### config.mk
export PLATFORM = sky130hd
export DESIGN_NAME = fnd_scan_capture
export DESIGN_NICKNAME = d
export VERILOG_FILES = /design/src/rtl/fnd_pkg.sv /design/src/rtl/fnd_scan_capture_decode.sv /design/src/rtl/fnd_scan_capture.sv
export SDC_FILE = /design/constraint.sdc
export NUM_CORES = 1
export LEC_CHECK = 0
export BUFFER_PORTS_ARGS = -buffer_cell sky130_fd_sc_hd__buf_2
export CORE_ASPECT_RATIO = 1.4
export CORE_MARGIN = 2
export CORE_UTILIZATION = 44
export CTS_CLUSTER_SIZE = 25
export DETAILED_ROUTE_END_ITERATION = 8
export PLACE_DENSITY_LB_ADDON = 0.25
export SLEW_MARGIN = 20
export SYNTH_ARGS = -nofsm -noshare
export SYNTH_HDL_FRONTEND = slang
export SYNTH_SLANG_ARGS = --single-unit
### constraint.sdc
create_clock -name clk -period 3.1 [get_ports clk]
set_input_delay 0.155 -clock clk [delete_from_list [all_inputs] [get_ports clk]]
set_output_delay 0.155 -clock clk [all_outputs]
set_load 0.1 [all_outputs]
### src/rtl/fnd_pkg.sv
// Segment/anode encodings shared by the FND scan driver and the scan capture block.
// Segment vectors are {a,b,c,d,e,f,g}, active-low.
package fnd_pkg;

    localparam logic [6:0] SEG_0     = 7'b0000001;
    localparam logic [6:0] SEG_1     = 7'b1001111;
    localparam logic [6:0] SEG_2     = 7'b0010010;
    localparam logic [6:0] SEG_3     = 7'b0000110;
    localparam logic [6:0] SEG_4     = 7'b1001100;
    localparam logic [6:0] SEG_5     = 7'b0100100;
    localparam logic [6:0] SEG_6     = 7'b0100000;
    localparam logic [6:0] SEG_7     = 7'b0001111;
    localparam logic [6:0] SEG_8     = 7'b0000000;
    localparam logic [6:0] SEG_9     = 7'b0000100;
    localparam logic [6:0] SEG_F     = 7'b0111000;
    localparam logic [6:0] SEG_B     = 7'b1100000;
    localparam logic [6:0] SEG_BLANK = 7'h7F;

    localparam logic [3:0] CODE_F = 4'hA;
    localparam logic [3:0] CODE_B = 4'hB;
    localparam logic [3:0] AN_OFF = 4'b1111;

    typedef enum logic {
        ST_IDLE = 1'b0,
        ST_SCAN = 1'b1
    } scan_state_t;

    function automatic logic an_is_lit(input logic [3:0] an);
        return $onehot(~an);
    endfunction

    function automatic logic [1:0] an_index(input logic [3:0] an);
        logic [1:0] idx;
        idx = 2'd0;
        case (an)
            4'b1110: idx = 2'd0;
            4'b1101: idx = 2'd1;
            4'b1011: idx = 2'd2;
            4'b0111: idx = 2'd3;
            default: idx = 2'd0;
        endcase
        return idx;
    endfunction

endpackage

### src/rtl/fnd_scan_capture_decode.sv
// Combinational segment-pattern decoder: maps an active-low 7-segment pattern back to its code.
module fnd_seg_decode
    import fnd_pkg::*;
(
    input  logic [6:0] seg,
    output logic [3:0] code,
    output logic       recognised
);

    always_comb begin
        code       = 4'h0;
        recognised = 1'b1;
        case (seg)
            SEG_0:   code = 4'd0;
            SEG_1:   code = 4'd1;
            SEG_2:   code = 4'd2;
            SEG_3:   code = 4'd3;
            SEG_4:   code = 4'd4;
            SEG_5:   code = 4'd5;
            SEG_6:   code = 4'd6;
            SEG_7:   code = 4'd7;
            SEG_8:   code = 4'd8;
            SEG_9:   code = 4'd9;
            SEG_F:   code = CODE_F;
            SEG_B:   code = CODE_B;
            default: begin
                code       = 4'h0;
                recognised = 1'b0;
            end
        endcase
    end

endmodule

### src/rtl/fnd_scan_capture.sv
// Scan-line capture for a multiplexed 4-digit FND: debounces each scan slot, decodes it,
// and rebuilds the displayed digits and per-frame flags.
module fnd_scan_capture
    import fnd_pkg::*;
#(
    parameter int STABLE_CYCLES = 1024,
    parameter int TIMEOUT       = 1048576
) (
    input  logic        clk,
    input  logic        reset,
    input  logic [3:0]  an,
    input  logic [6:0]  seg,
    input  logic        dp,
    output logic [15:0] digits,
    output logic [3:0]  digit_valid,
    output logic [3:0]  digit_err,
    output logic [3:0]  dp_on,
    output logic [3:0]  active_mask,
    output logic        frame_done,
    output logic        overlap_err,
    output logic        stale
);

    localparam int SW = $clog2(STABLE_CYCLES);
    localparam int TW = $clog2(TIMEOUT);
    localparam logic [SW-1:0] STAB_LAST = SW'(STABLE_CYCLES - 1);
    localparam logic [SW-1:0] STAB_PRE  = SW'(STABLE_CYCLES - 2);
    localparam logic [TW-1:0] TO_LAST   = TW'(TIMEOUT - 1);

    logic [3:0]    an_q;
    logic [6:0]    seg_q;
    logic          dp_q;
    logic [SW-1:0] stab_cnt;
    logic          accept;
    logic          same;

    scan_state_t   state;
    logic [TW-1:0] to_cnt;
    logic [3:0]    seen;

    logic [3:0]    code;
    logic          recognised;
    logic          lit;
    logic [1:0]    idx;
    logic          frame_close;
    logic [3:0]    valid_base;
    logic [3:0]    err_base;

    assign same = ({an, seg, dp} == {an_q, seg_q, dp_q});

    // accept is registered so it is high exactly in the cycle stab_cnt first sits at STAB_LAST
    always_ff @(posedge clk) begin
        if (reset) begin
            an_q     <= AN_OFF;
            seg_q    <= SEG_BLANK;
            dp_q     <= 1'b1;
            stab_cnt <= '0;
            accept   <= 1'b0;
        end else begin
            an_q   <= an;
            seg_q  <= seg;
            dp_q   <= dp;
            accept <= same && (stab_cnt == STAB_PRE);
            if (!same)
                stab_cnt <= '0;
            else if (stab_cnt != STAB_LAST)
                stab_cnt <= stab_cnt + SW'(1);
        end
    end

    fnd_seg_decode u_decode (
        .seg        (seg_q),
        .code       (code),
        .recognised (recognised)
    );

    always_comb begin
        lit         = an_is_lit(an_q);
        idx         = an_index(an_q);
        frame_close = accept && lit && seen[idx];
        valid_base  = frame_close ? (digit_valid & seen) : digit_valid;
        err_base    = frame_close ? (digit_err & seen) : digit_err;
    end

    always_ff @(posedge clk) begin
        if (reset) begin
            state       <= ST_IDLE;
            to_cnt      <= '0;
            seen        <= 4'h0;
            digits      <= 16'h0;
            digit_valid <= 4'h0;
            digit_err   <= 4'h0;
            dp_on       <= 4'h0;
            active_mask <= 4'h0;
            frame_done  <= 1'b0;
            overlap_err <= 1'b0;
            stale       <= 1'b0;
        end else begin
            frame_done <= 1'b0;
            if (accept) begin
                to_cnt <= '0;
                if (state == ST_IDLE) begin
                    state <= ST_SCAN;
                    stale <= 1'b0;
                end
                if (lit) begin
                    digit_valid      <= valid_base;
                    digit_err        <= err_base;
                    digit_valid[idx] <= recognised;
                    digit_err[idx]   <= !recognised;
                    digits[4*idx +: 4] <= code;
                    dp_on[idx]       <= !dp_q;
                    if (frame_close) begin
                        frame_done  <= 1'b1;
                        active_mask <= seen;
                        seen        <= 4'b0001 << idx;
                    end else begin
                        seen[idx] <= 1'b1;
                    end
                end else if (an_q != AN_OFF) begin
                    overlap_err <= 1'b1;
                end
            end else if (state == ST_SCAN) begin
                if (to_cnt == TO_LAST) begin
                    state       <= ST_IDLE;
                    stale       <= 1'b1;
                    to_cnt      <= '0;
                    digit_valid <= 4'h0;
                    digit_err   <= 4'h0;
                    active_mask <= 4'h0;
                    seen        <= 4'h0;
                end else begin
                    to_cnt <= to_cnt + TW'(1);
                end
            end
        end
    end

endmodule

==> impl_metrics.py <==
metrics = {
    "min_path": {
        "hp-class": "in2reg",
        "min-delay-start": "seg[6]",
        "hold_depth": 2,
        "hold_path_end": "seg_q[6]$_SDFF_PP1_",
    },
    "synthesis": {
        "ys_seq_area_share_pct": 41.71,
        "yosysUniqueCellTypes": 60,
        "syn-cell-area_um2": 3984,
        "yosysTopAreaCell": "dfxtp_1",
        "synth_seq_cells": 83,
        "synth_top_area_share_pct": 41.71,
        "syn_inst": 454,
        "yosysWarnings": 0,
        "synth.avg_cell_area_um2": 8.775,
        "syn_nets": 482,
        "synth_edf_count": 0,
        "ys.flop_type": "dfxtp_1",
        "yosys-top-cells-area": "dfxtp_1, xor2_1, nor2_1",
        "synth-async-reset-ratio_pct": 0,
    },
    "floorplan": {
        "dieArea_um2": 9842,
        "core_um2": 8926,
        "io_pins": 49,
        "row_count": 41,
        "fp.dieW_um": 84.42,
        "start_util_pct": 44.63,
        "die_y_um": 116.6,
    },
    "worst_setup_path": {
        "r2r_cells": 8,
        "worst_ep_arrival_time_ns": 3.05,
        "cp.required_ns": 3.34,
        "reg2reg_setup_slack_ns": 0.29,
        "crit_type": "reg2reg",
        "endpoint_kind": "flip-flop",
        "startpoint_type": "flip-flop",
        "regToRegEndpoint": "digit_err[3]$_SDFFE_PP0P_",
        "r2r_start": "an_q[0]$_SDFF_PP1_",
        "cp_max_fo": 15,
    },
    "power_and_ir_drop": {
        "leakagePower_nw": 1.830,
        "swShare_pct": 20.61,
        "p_comb_share_pct": 4.6,
        "power_frac_clock_pct": 50.3,
        "p_seq_share_pct": 45.1,
        "power_density_nw_per_um2": 522.5,
        "intPower_w": 0.001929,
        "switchingPower_w": 0.0005008,
        "ir_drop_mv": 0.3620,
    },
    "cells_and_area": {
        "fin_area_um2": 4649,
        "drive_gt1_share_pct": 18.73,
        "nets": 525,
        "syn_to_final_growth_pct": 16.71,
        "instances_no_fill": 609,
        "final_util_pct": 52.09,
        "fill_cells": 837,
        "diodes": 0,
    },
    "routing": {
        "drtIter0Drc": 201,
        "vias": 3395,
        "dr.pass1.iters": 4,
        "drc": 0,
        "detail-route-antenna-nets": 0,
        "viasPerCell": 5.575,
        "wirelength_um": 8846,
        "wl_per_cell_um": 14.53,
    },
    "global_route": {
        "grt_usage_pct": 18.36,
        "grt_pass1_vias": 3102,
        "grt_first_pass_wirelength_um": 14850,
        "antenna_found_initial": 0,
        "grt_overflow": 0,
        "grt_max_degree": 51,
    },
    "cts": {
        "path_clk_slew_ns": 0.06,
        "h-tree-depth": 3,
        "cts_root_buf": "clkbuf_16",
        "cts_inserted_buffers": 9,
        "cts.sinks": 83,
        "cts_setup_buffers": 0,
        "cts_tree": "built",
        "ctsLongestPathBuffers": 2,
        "clkLatencyLatePin_ns": 0.34,
    },
    "timing": {
        "fin_crit_sh_pct": 90.70,
        "finalSetupViolations": 0,
        "drv_slew": 0,
        "tns_ns": 0,
        "rsz0062_at_grt": "no",
        "slew_headroom_pct": 55.49,
        "fin_crit_ns": 2.812,
        "tightest_slew_ns": 0.6632,
        "hold_violations": 0,
        "skew_ns": 0.004519,
        "fmax_mhz": 355.7,
        "hold_ws_ns": 0.02552,
    },
    "status": {
        "status": "completed",
    },
    "run": {
        "maxCapViolations": 0,
    },
    "place": {
        "place_congestion": 0.8157,
        "portBuffers": 48,
        "dp_cells": 593,
        "dpl_cell_area_um2": 4292,
        "dpl.hpwl_um": 6251,
    },
}
## flip-flops by register name (all words and copies together), names as in the netlist, 4 cells and up
| register | flops |
|---|---|
| active_mask | 4 |
| an_q | 4 |
| digit_err | 4 |
| digit_valid | 4 |
| digits | 16 |
| dp_on | 4 |
| seen | 4 |
| seg_q | 7 |
| stab_cnt | 10 |
| to_cnt | 20 |
## cell families (layout without fill, tap and decap cells)
group,Yosys count,after routing,share of synthesized area [%]
AO/OA/AOI/OAI,79,79,14.23
AND/OR/NAND/NOR,198,198,25.91
adder cells (fa/ha/maj),15,15,4.837
flip-flops,83,83,41.71
multiplexers,3,3,0.7852
buffers and inverters,39,87,4.397
XOR/XNOR,37,37,8.134
## worst max-delay path by stage
stage	to	start	slack [ns]	cells past startpoint
after global placement	digits[9]$_SDFFE_PP0P_	an_q[0]$_SDFF_PP1_	0.28	9
after CTS	digits[11]$_SDFFE_PP0P_	an_q[0]$_SDFF_PP1_	0.07	9
after floorplan	digits[15]$_SDFFE_PP0P_	an_q[0]$_SDFF_PP1_	0.55	9
after detailed placement	digits[11]$_SDFFE_PP0P_	an_q[0]$_SDFF_PP1_	0.09	9
after global routing	digits[13]$_SDFFE_PP0P_	an_q[0]$_SDFF_PP1_	0.03	10
final	digit_err[3]$_SDFFE_PP0P_	an_q[0]$_SDFF_PP1_	0.29	8
## critical path: stages (launching register included)
cell and delay (ns):
dfxtp_1 0.36, fa_1 0.54, inv_1 0.04, ha_1 0.17
ha_1 0.28, and4bb_2 0.47, o21a_1 0.44, a22oi_1 0.17
o32ai_1 0.23
## metal layers
| layer | share of wire, % | track usage [%] |
|---|---|---|
| met5 | 0 | 0 |
| met4 | 1.5 | 6.455 |
| met1 | 46 | 23.92 |
| met3 | 3.5 | 4.311 |
| met2 | 49 | 30.05 |
## synthesized netlist by cell type (4+ instances only)
library cell	n
dfxtp_1	83
nor2_1	55
nand2_1	35
nand3_1	29
xor2_1	24
inv_1	17
a21oi_1	13
ha_1	13
or2_2	13
xnor2_1	13
a22oi_1	12
nand4_1	11
o21ai_0	10
clkbuf_1	9
nor4_1	9
a31oi_1	8
nor3_1	8
buf_2	7
o31ai_1	7
and4_1	6
a211oi_1	5
and2_1	5
buf_4	5
and3_1	4
nor2b_1	4
o32ai_1	4
## layout make-up
class | instances | area [um2] | area share, %
multi-input cells | 332 | 2162 | 46.50
flip-flops and latches | 83 | 1662 | 35.74
repair buffers | 54 | 285.3 | 6.136
clock buffers | 11 | 242.7 | 5.221
well taps | 107 | 133.9 | 2.879
clock inverters | 5 | 100.1 | 2.153
inverters | 17 | 63.81 | 1.372
## power groups by stage
stage	logic [W]	registers, W	clock network (W)
CTS	0.000108	0.00110	0.00125
floorplan	0.0000919	0.00110	0
global route	0.000124	0.00110	0.00128
detailed placement	0.000108	0.00112	0
finish	0.000111	0.00110	0.00122
global placement	0.000106	0.00112	0
## placed cells by master (no fill, tap or decap), drive strengths merged, types with 13 or more instances in the layout
cell type and instances:
dfxtp 83, a21oi 13, buf 54, xor2 24, inv 17, ha 13
nand2 36, xnor2 13, nor2 55, nand3 29, or2 13
## metrics by stage
step | setup WS, ns | power (W)
3_5_place_dp | 0.08575 | 0.001228
5_1_grt | 0.03226 | 0.002506
6_report | 0.2883 | 0.002429
2_1_floorplan | 0.5511 | 0.001196
3_3_place_gp | 0.2807 | 0.001225
4_1_cts | 0.06830 | 0.002451
## timing repair
action	4_1_cts	5_1_grt
gates resized for setup	0	2
hold buffers	0	0
endpoints found under the setup margin	0	4
Note: power is estimated with default switching activity, not from simulation.
